## config.mk

```make
export PLATFORM = sky130hd
export DESIGN_NAME = seg_shift_out
export DESIGN_NICKNAME = d
export VERILOG_FILES = /design/src/rtl/seg_pkg.sv /design/src/rtl/seg_sr_tick.sv /design/src/rtl/seg_shift_out.sv
export SDC_FILE = /design/constraint.sdc
export NUM_CORES = 1
export LEC_CHECK = 0
export BUFFER_PORTS_ARGS = -buffer_cell sky130_fd_sc_hd__buf_2
export CAP_MARGIN = 5
export CORE_MARGIN = 10
export CORE_UTILIZATION = 48
export CTS_BUF_LIST = sky130_fd_sc_hd__clkbuf_8 sky130_fd_sc_hd__clkbuf_16
export CTS_CLUSTER_SIZE = 10
export DETAILED_ROUTE_END_ITERATION = 8
export HOLD_SLACK_MARGIN = 0.12
export PLACE_DENSITY = 0.84
export SLEW_MARGIN = 20
export SYNTH_ARGS = -nofsm -noshare
export SYNTH_HDL_FRONTEND = slang
export SYNTH_SLANG_ARGS = --single-unit
```

## constraint.sdc

```tcl
create_clock -name clk -period 1.86 [get_ports clk]
set_input_delay 0.279 -clock clk [delete_from_list [all_inputs] [get_ports clk]]
set_output_delay 0.279 -clock clk [all_outputs]
set_load 0.01 [all_outputs]
```

## src/rtl/seg_pkg.sv

```systemverilog
// seg_pkg: shared state encoding and segment bit positions for the seven-segment path
package seg_pkg;
  localparam logic [1:0] IDLE = 2'd0, LOW = 2'd1, HIGH = 2'd2, LATCH = 2'd3;
  localparam int SEG_W = 8;
  localparam int SEG_A = 0, SEG_B = 1, SEG_C = 2, SEG_D = 3, SEG_E = 4, SEG_F = 5, SEG_G = 6, SEG_DP = 7;
endpackage

```

## src/rtl/seg_sr_tick.sv

```systemverilog
// seg_sr_tick: serial-clock divider, pulses tick_o on the last of every DIV cycles
module seg_sr_tick #(
  parameter int DIV = 4
) (
  input  logic clk,
  input  logic rst_n,
  input  logic clr_i,
  output logic tick_o
);
  localparam int W = DIV > 1 ? $clog2(DIV) : 1;
  logic [W-1:0] cnt_q, cnt_d;
  assign tick_o = cnt_q == W'(DIV - 1);
  always_comb cnt_d = (clr_i || tick_o) ? '0 : cnt_q + 1'b1;
  always_ff @(posedge clk or negedge rst_n)
    if (!rst_n) cnt_q <= '0;
    else cnt_q <= cnt_d;
endmodule

```

## src/rtl/seg_shift_out.sv

```systemverilog
// seg_shift_out: serialises a segment pattern MSB first into an external 595-style shift register
module seg_shift_out
  import seg_pkg::*;
#(
  parameter int WIDTH       = SEG_W,
  parameter int DIV         = 4,
  parameter int INVERT      = 0,
  parameter int REFRESH_CYC = 0
) (
  input  logic             clk,
  input  logic             rst_n,
  input  logic [WIDTH-1:0] seg_in,
  input  logic             seg_valid,
  output logic             seg_ready,
  output logic             sr_data,
  output logic             sr_clk,
  output logic             sr_latch,
  output logic             sr_oe_n,
  output logic             busy
);
  localparam int BW = $clog2(WIDTH);
  localparam int RW = REFRESH_CYC > 1 ? $clog2(REFRESH_CYC) : 1;
  localparam logic [RW-1:0] REF_MAX = RW'(REFRESH_CYC > 0 ? REFRESH_CYC - 1 : 0);
  logic [1:0] state_q, state_d;
  logic [WIDTH-1:0] shadow_q, shadow_d;
  logic [BW-1:0] bit_q, bit_d;
  logic [RW-1:0] ref_q, ref_d;
  logic ready_q, ready_d, data_q, data_d, sck_q, sck_d, lat_q, lat_d, oe_n_q, oe_n_d;
  logic tick, idle, accept, refresh, start;
  seg_sr_tick #(.DIV(DIV)) u_tick (
    .clk    (clk),
    .rst_n  (rst_n),
    .clr_i  (idle),
    .tick_o (tick)
  );
  always_comb begin
    idle     = state_q == IDLE;
    accept   = idle && seg_valid;
    refresh  = idle && REFRESH_CYC != 0 && ref_q == REF_MAX;
    start    = accept || refresh;
    state_d  = start ? LOW :
               (!tick || idle) ? state_q :
               state_q == LOW ? HIGH :
               state_q == HIGH ? (bit_q == '0 ? LATCH : LOW) : IDLE;
    shadow_d = accept ? seg_in ^ {WIDTH{1'(INVERT)}} : shadow_q;
    bit_d    = start ? BW'(WIDTH - 1) :
               (state_q == HIGH && tick && bit_q != '0) ? bit_q - 1'b1 : bit_q;
    ref_d    = start ? '0 : (idle && REFRESH_CYC != 0 && ref_q != REF_MAX) ? ref_q + 1'b1 : ref_q;
    // outputs are registered from the next state so they change on the edge entering it
    ready_d  = state_d == IDLE;
    sck_d    = state_d == HIGH;
    lat_d    = state_d == LATCH;
    data_d   = state_d == LOW ? shadow_d[bit_d] : data_q;
    oe_n_d   = (state_q == LATCH && tick) ? 1'b0 : oe_n_q;
  end
  always_ff @(posedge clk or negedge rst_n)
    if (!rst_n) begin
      state_q  <= IDLE;
      shadow_q <= '0;
      bit_q    <= '0;
      ref_q    <= '0;
      ready_q  <= 1'b1;
      data_q   <= 1'b0;
      sck_q    <= 1'b0;
      lat_q    <= 1'b0;
      oe_n_q   <= 1'b1;
    end else begin
      state_q  <= state_d;
      shadow_q <= shadow_d;
      bit_q    <= bit_d;
      ref_q    <= ref_d;
      ready_q  <= ready_d;
      data_q   <= data_d;
      sck_q    <= sck_d;
      lat_q    <= lat_d;
      oe_n_q   <= oe_n_d;
    end
  assign seg_ready = ready_q;
  assign busy      = ~ready_q;
  assign sr_data   = data_q;
  assign sr_clk    = sck_q;
  assign sr_latch  = lat_q;
  assign sr_oe_n   = oe_n_q;
endmodule

```

==> impl_results.md <==
- Status: finished with violations
- Violated checks: setup timing
- Detail Route Antenna Nets: 0
- Wire per inst: 17.15 um
- Tmin final: 2.063 ns
- DR DRC count: 0
- Crit path DAT: 2.21 ns
- Slowest stage cell on the critical path: dfrtp_1
- Dpl hpwl: 1629 um
- Met2 WL post-DR: 1282 um
- Die Wd: 65.87 um
- Max-cap violations: 0
- Critical-path cell list: inv_2, ha_4, ha_4, and2b_2, o21ai_4, a21o_4, a2111oi_4, nor4_2, o21ai_1
- Post-synthesis mux area share: 11.90%
- Cells on worst reg2reg path: 9
- # fillers: 132
- Area delta synth->final: 34.32%
- Yosys top cell by area: dfrtp_1
- Clock Latency Late Sink: 0.26 ns
- Placed Area: 1212 um2
- Largest family of logic cells by synthesized area: compound AO/OA/AOI/OAI gates
- Predominant post-synthesis flop cell: dfrtp_1
- CP required: 2.01 ns
- Layout net count: 132
- Worst Path Max Fanout: 5
- Power density cells: 1889 nW/um2
- Largest net degree at the start of global routing: 21
- Setup crit start kind: flop
- Met3 WL post-DR: 49 um
- Top Metal Used: met4
- HP Class: input port to flop
- Cell variety after synth: 28
- CTS max path bufs: 2
- Simple-Gate Fraction of Synth Area: 10.78%
- Peak Freq: 484.8 MHz
- Post-detailed-route via-to-cell ratio: 5.257
- Mapped cell area: 1010 um2
- Crit path top cell by count: ha_4
- Worst-path clk slew: 0.07 ns
- Ys async rst share: 100.0%
- XOR/XNOR Fraction of Synth Area: 0%
- Skew final: 0.006340 ns
- DRT met1 WL: 1057 um
- Maximum VDD drop: 1.023 mV
- Top cells by count, synth: 18 x dfrtp_1, 14 x inv_1, 6 x mux2i_1, 6 x nor2_1
- Root buffer cell: clkbuf_8
- Synth Area in Compound Gates: 14.75%
- Slew Limit Fails: 0
- Adder-cell area share of the yosys netlist: 3.717%
- RSZ-0062 raised after global routing: yes
- Worst path max stage delay: 0.40 ns
- Hold depth: 2
- Final instance area: 1356 um2
- GRT Total Usage: 11.91%
- CTS tree: done
- Final setup viols: 1
- IO Pins: 17
- Crit path capture type: flop
- Via count: 757
- Initial Utilization: 50.95%
- Detailed Routing Iterations Pass 1: 4
- Htree depth: 1
- Measured slew at the worst slew-check pin: 0.4414 ns
- Worst setup margin: -0.2026 ns
- Instance count on the critical path: 9
- Endpoints failing hold: 0
- Total CTS buffers: 3
- Syn Nets: 102
- First-pass GRT wire length: 3877 um
- Vias in the first global route: 801
- DRT Wirelength: 2470 um
- Critical path type: flop to flop
- CP Buf/Inv Count: 1
- Setup_tns: -0.2026 ns
- Static Leakage: 0.6239 nW
- Port Buffers: 16
- # rows: 16
- Post-synthesis sequential area ratio: 49.81%
- EDFF count, synth: 0
- Antenna Cells: 0
- Syn Inst Count: 88
- Num Clock Sinks: 20
- Syn Area/Cell: 11.47 um2
- Fin crit share: 110.9%
- Fraction of layout cells with a size suffix above 1: 52.14%
- CP delay by family, top: compound AO/OA/AOI/OAI gates
- Total grt overflow: 0
- Seq cells post-synth: 20
- Largest cells by area after synthesis: dfrtp_1 45%, mux2i_1 5.9%, mux2_4 5.9%
- Die area: 4338 um2
- Count leader, synth: dfrtp_1
- Ys Warns: 0
- Initial antenna violation count: 0
- Routability cong.: 0.8579
- Placeable Area: 1982 um2
- Die Height: 65.87 um
- Synth top area share: 44.61%
- Initial DRC Count: 12
- Relative slew slack: 70.57%
what timing repair did:
action | CTS | global route
setup buffers | 1 | 0
hold endpoints to repair | 18 | 0
endpoints found under the setup margin | 1 | 1
hold buffers | 1 | 0
pin swaps | 7 | 5
resized for setup | 10 | 5
final cells by class:
type                       count  area, um2  area share (%)
multi-input combinational     50      539.3           39.76
clock buffer                   3      41.29           3.044
timing repair buffer          29      180.2           13.28
inverter                      14      55.05           4.059
clock inverter                 1      3.754          0.2768
sequential                    20      503.0           37.08
tap                           27      33.78           2.491
logic make-up after synthesis:
group	count (synthesis)
AO/OA/AOI/OAI	19
adder cells (fa/ha/maj)	3
buffers and inverters	18
flip-flops	20
multiplexers	10
AND/OR/NAND/NOR	18
report_power, final:
| part | total, mW | switching, mW | internal [mW] |
|---|---|---|---|
| clock network | 0.289 | 0.142 | 0.147 |
| logic | 1.54 | 0.827 | 0.716 |
| registers | 0.730 | 0.0893 | 0.641 |
| total | 2.56 | 1.06 | 1.50 |
path summary, 6_finish.rpt:
path	slack, ns	end	startpoint
max	-0.20	sr_data	bit_q[1]
min	0.26	shadow_q[5]	seg_in[5]
max reg2reg	-0.20	sr_data	bit_q[1]
min reg2reg	0.44	u_tick.cnt_q[0]	u_tick.cnt_q[0]
max in group asynchronous	1.03	sr_oe_n	rst_n
min in group asynchronous	0.49	sr_data	rst_n
layout by cell type, fill, tap and decap left out:
master	instances
o21ai_0	1
a21oi_1	1
mux2i_1	6
nor3b_1	1
o21ai_4	1
o21ai_1	1
ha_4	2
dfrtp_1	18
ha_1	1
nor3b_2	2
a31oi_1	1
buf_2	16
o2bb2ai_2	1
a21o_2	1
inv_2	3
inv_1	11
a211oi_1	1
a2111oi_2	2
o2bb2ai_1	1
nand2_1	3
a2111oi_4	2
nor4_2	1
o21ba_2	1
nor2_1	6
buf_4	12
clkbuf_8	3
nor2_2	1
and2b_2	1
nor3_1	1
a211oi_2	3
and2_1	1
mux2_4	4
a21o_4	2
dfstp_2	2
inv_4	1
dlygate4sd3_1	1
nand4bb_1	1
layer usage:
layer / up-vias / GRT usage [%]
li1: 360 / -
met1: 382 / 13.78
met2: 9 / 18.60
met3: 6 / 2.373
met4: 0 / 9.626
met5: - / 0
state kept, by name, indices dropped and copies added, names as in the netlist:
signal        count
shadow_q          8
bit_q             3
state_q           2
u_tick.cnt_q      2
seg_ready         1
sr_clk            1
sr_data           1
sr_latch          1
sr_oe_n           1
metrics by stage:
step / worst slack (ns) / hold WS, ns / power, mW / cells / utilization (%)
6_report: -0.2026 / 0.2616 / 2.562 / 144 / 68.43
4_1_cts: -0.1665 / 0.2628 / 2.463 / 144 / 67.30
5_1_grt: -0.3536 / 0.2720 / 2.737 / 144 / 68.43
3_3_place_gp: -0.1230 / 0.2335 / 1.885 / 138 / 61.17
3_5_place_dp: -0.2079 / 0.2462 / 1.966 / 138 / 61.17
2_1_floorplan: -0.09666 / -0.01659 / 1.609 / 88 / -
No activity file was read; power rests on OpenSTA's default activity.
